--- src/rtl/mult_pkg.sv ---
`timescale 1ns/1ps
// Shared definitions for the Booth multiplier result path.
// Holds the bus widths, the BCD converter state encoding and the
// BCD digit type used by product_bcd_conv and bcd_digit_adj.
package mult_pkg;

  localparam int unsigned PROD_W = 18;
  localparam int unsigned VAL_W  = 16;
  localparam int unsigned DIGITS = 5;

  typedef enum logic [1:0] {
    IDLE,
    SHIFT,
    DONE
  } state_t;

  typedef logic [3:0] bcd_digit_t;

endpackage

--- src/rtl/bcd_digit_adj.sv ---
`timescale 1ns/1ps
// Double-dabble digit correction: adds 3 to a BCD digit of 5 or more
// so that the following left shift carries correctly into the next digit.
// Ports:
//   din  - current BCD digit
//   dout - corrected digit (din >= 5 ? din + 3 : din)
module bcd_digit_adj
  import mult_pkg::*;
(
  input  logic [3:0] din,
  output logic [3:0] dout
);

  bcd_digit_t d;

  always_comb begin
    d = din;
    if (din >= 4'd5) d = din + 4'd3;
    dout = d;
  end

endmodule

--- src/rtl/product_bcd_conv.sv ---
`timescale 1ns/1ps
// Converts the signed Booth multiplier result Product[VAL_W:1] into
// sign-magnitude BCD for the seven-segment display path. A rising edge
// on Finish (while idle) captures the product; a shift-add-3 engine then
// runs VAL_W iterations and publishes Sign/BCD with a one-cycle Valid.
// Ports:
//   clk     - system clock, rising edge
//   Resetn  - asynchronous active-low reset
//   Finish  - multiplier done level; rising edge starts a conversion
//   Product - multiplier result bus (bits 0 and PROD_W-1 ignored)
//   Busy    - conversion in progress
//   Valid   - one-cycle pulse when Sign/BCD are updated
//   Sign    - result negative (never set for zero)
//   BCD     - magnitude digits, BCD[3:0] = ones
module product_bcd_conv #(
  parameter int unsigned PROD_W = 18,
  parameter int unsigned VAL_W  = 16,
  parameter int unsigned DIGITS = 5
) (
  input  logic                  clk,
  input  logic                  Resetn,
  input  logic                  Finish,
  input  logic [PROD_W-1:0]     Product,
  output logic                  Busy,
  output logic                  Valid,
  output logic                  Sign,
  output logic [4*DIGITS-1:0]   BCD
);

  import mult_pkg::state_t;
  import mult_pkg::IDLE;
  import mult_pkg::SHIFT;
  import mult_pkg::DONE;

  localparam int unsigned BCD_W = 4 * DIGITS;
  localparam int unsigned SR_W  = BCD_W + VAL_W;
  localparam int unsigned CNT_W = $clog2(VAL_W) + 1;

  state_t             state, state_nx;
  logic               finish_d;
  logic [CNT_W-1:0]   cnt;
  logic [SR_W-1:0]    sr;
  logic               sign_r;
  logic               nz_r;
  logic [VAL_W-1:0]   val;
  logic [VAL_W-1:0]   mag;
  logic [BCD_W-1:0]   adj;
  logic [SR_W-1:0]    sr_shift;
  logic               trigger;

  assign val = Product[VAL_W:1];
  // Two's-complement negate in VAL_W bits: the most negative value maps
  // onto its own bit pattern, which read unsigned is the correct magnitude.
  assign mag = val[VAL_W-1] ? -val : val;

  for (genvar i = 0; i < DIGITS; i++) begin : g_adj
    bcd_digit_adj u_adj (
      .din  (sr[VAL_W + 4*i +: 4]),
      .dout (adj[4*i +: 4])
    );
  end

  assign sr_shift = {adj[BCD_W-2:0], sr[VAL_W-1:0], 1'b0};

  always_comb begin
    state_nx = state;
    trigger  = Finish & ~finish_d & (state == IDLE);
    case (state)
      IDLE:    if (trigger) state_nx = SHIFT;
      SHIFT:   if (cnt == CNT_W'(VAL_W - 1)) state_nx = DONE;
      DONE:    state_nx = IDLE;
      default: state_nx = IDLE;
    endcase
  end

  always_ff @(posedge clk or negedge Resetn) begin
    if (!Resetn) state <= IDLE;
    else         state <= state_nx;
  end

  always_ff @(posedge clk or negedge Resetn) begin
    if (!Resetn) begin
      finish_d <= 1'b0;
      cnt      <= '0;
      sr       <= '0;
      sign_r   <= 1'b0;
      nz_r     <= 1'b0;
      Busy     <= 1'b0;
      Valid    <= 1'b0;
      Sign     <= 1'b0;
      BCD      <= '0;
    end else begin
      finish_d <= Finish;
      Valid    <= 1'b0;
      case (state)
        IDLE: begin
          if (trigger) begin
            sr     <= {{BCD_W{1'b0}}, mag};
            cnt    <= '0;
            sign_r <= val[VAL_W-1];
            // Magnitude is shifted out during conversion, so remember
            // non-zero-ness now to suppress a negative zero later.
            nz_r   <= |mag;
            Busy   <= 1'b1;
          end
        end
        SHIFT: begin
          sr  <= sr_shift;
          cnt <= cnt + CNT_W'(1);
        end
        DONE: begin
          BCD   <= sr[SR_W-1:VAL_W];
          Sign  <= sign_r & nz_r;
          Valid <= 1'b1;
          Busy  <= 1'b0;
        end
        default: ;
      endcase
    end
  end

endmodule

--- config.mk ---
export PLATFORM = sky130hd
export DESIGN_NAME = product_bcd_conv
export DESIGN_NICKNAME = d
export VERILOG_FILES = /design/src/rtl/mult_pkg.sv /design/src/rtl/bcd_digit_adj.sv /design/src/rtl/product_bcd_conv.sv
export SDC_FILE = /design/constraint.sdc
export NUM_CORES = 1
export LEC_CHECK = 0
export ABC_AREA = 0
export CORE_MARGIN = 8
export CORE_UTILIZATION = 65
export CTS_CLUSTER_DIAMETER = 200
export DETAILED_ROUTE_END_ITERATION = 6
export DONT_BUFFER_PORTS = 1
export PLACE_DENSITY = 0.81
export RECOVER_POWER = 25
export SYNTH_ARGS = -nofsm -noshare
export SYNTH_HDL_FRONTEND = slang
export SYNTH_SLANG_ARGS = --single-unit
--- constraint.sdc ---
create_clock -name clk -period 3.8 [get_ports clk]
set_input_delay 0.76 -clock clk [delete_from_list [all_inputs] [get_ports clk]]
set_output_delay 0.76 -clock clk [all_outputs]
set_load 0.005 [all_outputs]
# Word level (Yosys, flattened, before mapping)
# Index checks and enable logic that the tools add are counted.
# W data, S select, Z words.
totals:
  wordCells: 55
  n_memories: 0
  rom_bits: 0
  mem_bits_rw: 0
  reg_bits: 69
  latchBits: 0
  out_inout_bits: 23
op_classes:
  n_reduce_logical: 8
  eq_ne: 5
  bitwise_logic: 4
  mux: 16
  add_sub_neg: 7
  n_div: 0
  n_lt_le_gt_ge: 5
  mul: 0
  shift: 0
ops:
  columns: ["cell", "n"]
  rows:
  - ["$pmux W36 S2", 1]
  - ["$mux W36", 1]
  - ["$ge A4 B3 Y1 const B", 5]
  - ["$add A4 B2 Y4 const B", 4]
  - ["$mux W16", 1]
  - ["$mux W4", 4]
  - ["$neg A16 Y16", 1]
  - ["$reduce_or A16 Y1", 1]
  - ["$pmux W5 S2", 1]
  - ["$reduce_and A2 Y1", 4]
  - ["$add A5 B1 Y5 const B", 1]
  - ["$eq A5 B4 Y1 const B", 1]
  - ["$mux W5", 1]
  - ["$mux W2", 2]
  - ["$ne A2 B2 Y1 const B", 2]
  - ["$pmux W2 S2", 1]
  - ["$reduce_bool A2 Y1", 2]
  - ["$add A3 B2 Y3 const B", 1]
  - ["$and A1 B1 Y1", 3]
  - ["$mux W3", 1]
  - ["$eq A2 B1 Y1 const B", 1]
  - ["$eq A2 B2 Y1 const B", 1]
  - ["$logic_not A2 Y1", 1]
  - ["$mux W1", 2]
  - ["2 further kinds", 2]

# Longest topological paths before layout
logic_depth:
  depth_word: 5
  mapped_depth: 9
  mapped_depth_nobuf: 8

# Hierarchy
# A second synthesis with hierarchy kept.
hier_totals:
  hier_cells: 396
  hier_area_um2: 3768.6
modules_own_cells:
  columns: ["mod", "cells_per_inst", "area_per_inst_um2", "seq_area_each_um2", "instances"]
  rows:
  - ["product_bcd_conv", 316, 3261.9, 1726.7, 1]
  - ["bcd_digit_adj", 16, 101.3, 0.0, 5]

# Worst setup path after synthesis
# Ideal clock, no wire load.
synth_path:
  kind: "input -> register"
  from: "input port Product[2]"
  to: "register nz_r"
  n_path_buf: 1
  stages: 9
  arrival_time_ns: 2.228
  setup_slack_ns: 1.446
  cell_sequence: "buf_2 -> inv_1 -> ha_1 -> nor2b_1 -> nor3b_1 -> nand2_1 -> mux2i_1 -> o21ai_0 -> o32a_1"
synth_between:
  elab_chain_len: 3
synth_lines:
  columns: ["item", "line", "source"]
  rows:
  - ["start: declaration", "product_bcd_conv.sv:23", "input logic [PROD_W-1:0] Product,"]
  - ["$neg A16 Y16", "product_bcd_conv.sv:54", "assign mag = val[VAL_W-1] ? -val : val;"]
  - ["$mux W16 (*)", "product_bcd_conv.sv:54", null]
  - ["$reduce_or A16 Y1 (*)", "product_bcd_conv.sv:103", "nz_r <= |mag;"]
  - ["end signal: assignment", "product_bcd_conv.sv:103", null]
  - ["end: declaration", "product_bcd_conv.sv:44", "logic nz_r;"]
# Every way passes the cells marked *; elsewhere a longest branch is shown, timed or not.
# A chain may end at the register's enable or synchronous reset.

# Worst setup path after layout
layout_path:
  from: "input port Product[1]"
  to: "register nz_r"
# The elaborated chain is that of the path after synthesis.

==> flow_summary.ini <==
[outcome]
status = complete, no violations

[clock_tree]
cts.sinks = 69
worstSkewPairLatency_ns = 0.34
clockBufferDepth = 2
cts_made_buffers = 9
post-cts-setup-buffers = 0
cts-resized-gates = 0
ctsHoldBuffers = 0
clock_tree.root_cell = clkbuf_8
cts_tree = done
h-tree-depth = 3
path_clk_slew_ns = 0.07

[detailed_routing]
drcViolationCount = 0
ant_nets = 0
drt_iter0_drc = 153
via_per_inst = 6.136
routedWlPerCell_um = 16.19
drt-pass1-iter-count = 4
vias = 2608
routed_wl_um = 6881

[layout]
diodes = 0
fillCellCount = 412
syn_to_final_growth_pct = 7.120
nets = 382
fin_area_um2 = 3802
drive_gt1_frac = 0.1048

[worst_setup_path]
ff2ff_setup_slack_ns = 1.76
critical_path_class = in2reg
critPathBufInv = 1
cpPeakStageDelay_ns = 0.34
critPathMaxFanout = 7
start_kind = input port
arrival_ns = 2.36
crit_slowest_cell = o32a_1
path_cells = inv_1 > ha_1 > nor2b_1 > nor3b_1 > nand2_1 > mux2i_1 > o21ai_0 > o32a_1
worstPathRequired_ns = 4.03
critPathTopFamily = simple AND/OR/NAND/NOR gates
crit_path_end_kind = register

[timing]
tightest_slew_ns = 1.045
setup_viol = 0
fin_setup_tns_ns = 0
drv_slew = 0
fmax_ghz = 0.4680
final.min_clock_period_ns = 2.137
rsz0062_at_grt = no
hold_slack_ns = 0.1060
layout_worst_path_cycle_share = 0.5623
hold_viol = 0
skew_ns = 0.005879
max_slew_margin = 0.3005

[power_and_ir_drop]
ir_drop_mv = 0.3031
leakage_nw = 1.650
power_mw = 2.889
power_density_nw_per_um2 = 759.7

[synthesis]
syn_area_um2 = 3550
synth_edf_count = 0
ys_async_sr_fraction = 1.000
netlist_instances = 355
ys_seq_area_frac = 0.4864
ys_warn_count = 0
synth_fp_nets = 389
avgSynthCellArea_um2 = 9.999
synth-seq-cells = 69
synthDistinctLibCells = 48
synth_ff_type = dfrtp_1

[grt]
grt_overflow = 0
grt_pass1_vias = 2583
grt_usage = 0.1775
antenna_found_initial = 0
grt_first_pass_wirelength_um = 12010
grt_max_degree = 70

[hold_path]
hold_class = in2async

[floorplan]
start_util = 0.6567
num_io_pins = 44
rows = 27
coreArea_um2 = 5405
die_y_um = 89.90
die_x_um = 89.90
dieArea_um2 = 8082

[placed_design]
place_congestion = 0.7613
place_area_um2 = 3587
dpl.hpwl_um = 4655
port_buffers = 0

[run]
maxCapViolations = 0
-- synth_stat cells (8+ instances only) --
master | n | area share
a21oi_1 | 12 | 0.017
a22oi_1 | 14 | 0.030
clkbuf_1 | 18 | 0.019
dfrtp_1 | 69 | 0.49
ha_1 | 13 | 0.046
inv_1 | 15 | 0.016
mux2_2 | 10 | 0.032
nand2_1 | 29 | 0.031
nand2b_1 | 8 | 0.014
nand3_1 | 20 | 0.028
nor2_1 | 11 | 0.012
o21ai_0 | 38 | 0.054
o21ai_1 | 14 | 0.020
o31ai_1 | 11 | 0.023
xnor2_1 | 9 | 0.022
xor2_1 | 11 | 0.027
-- power by group --
group	switching (mW)	total, mW	leakage [nW]	internal (mW)
registers	0.239	1.27	0.873	1.04
logic	0.548	0.974	0.667	0.426
clock network	0.271	0.640	0.110	0.369
total	1.06	2.89	1.65	1.83
-- area by class of cell --
| cell class | count | area [um2] | area share |
|---|---|---|---|
| Sequential cell | 69 | 1727 | 0.4541 |
| Inverter | 15 | 56.30 | 0.01481 |
| Clock inverter | 6 | 87.58 | 0.02303 |
| Multi-Input combinational cell | 248 | 1677 | 0.4409 |
| Tap cell | 72 | 90.09 | 0.02369 |
| Timing Repair Buffer | 5 | 37.54 | 0.009872 |
| Clock buffer | 10 | 127.6 | 0.03356 |
-- final timing paths --
path / depth (start not counted) / to / from
setup / recovery: 8 / nz_r / Product[1]
hold / removal: 0 / BCD[3] / Resetn
setup reg to reg: 5 / cnt[2] / state[0]
hold reg to reg: 2 / sign_r / sign_r
max in group asynchronous: 0 / sr[1] / Resetn
min in group clk: 0 / finish_d / Finish
-- cell usage in the layout, fill, tap and decap left out, types with 3 or more instances in the layout --
master,instances
inv_1,15
xnor2_1,9
a32o_1,5
mux2_2,10
nor2_1,11
clkbuf_8,9
nand2b_1,8
nand3_1,20
nand4_1,5
o31ai_1,11
buf_4,5
o21ai_1,14
a22oi_1,14
o21ai_0,38
dfrtp_1,69
a21oi_1,12
nor3_1,3
xor2_1,11
ha_1,13
nor2b_1,3
nand2_1,29
-- worst reg2reg max path: cells and delay by family (launching register included) --
kind,cells,cell delay [ns]
buffers and inverters,1,0.22
and+or+nand+nor,2,0.98
DFF,1,0.41
AOI/OAI and AO/OA,2,0.35
-- cells by family (layout without fill, tap and decap cells) --
kind of cell / count (synthesis) / count (layout) / synth area share
AOI/OAI and AO/OA: 108 / 108 / 0.1935
adders and majority gates: 13 / 13 / 0.04582
muxes: 12 / 12 / 0.03736
DFF: 69 / 69 / 0.4864
xor gates and xnor gates: 21 / 21 / 0.05393
and+or+nand+nor: 94 / 94 / 0.1417
buffers and inverters: 38 / 36 / 0.04124
-- layer usage --
layer,part of all wire,global-route usage
met2,0.46,0.2798
met4,0.019,0.1012
met1,0.45,0.2118
met3,0.072,0.05320
met5,0,0
-- through the flow --
stage,instances,setup WS (ns),util
6_report,425,1.663,0.7035
5_1_grt,425,1.500,0.7035
4_1_cts,425,1.675,0.7035
3_5_place_dp,409,1.311,0.6637
3_3_place_gp,409,1.370,0.6637
2_1_floorplan,355,1.446,-
-- registers in the layout (all words and copies together), names as in the netlist --
signal	count
BCD	20
Busy	1
Sign	1
Valid	1
cnt	5
finish_d	1
nz_r	1
sign_r	1
sr	36
state	2
(Power assumes the default switching activity.)
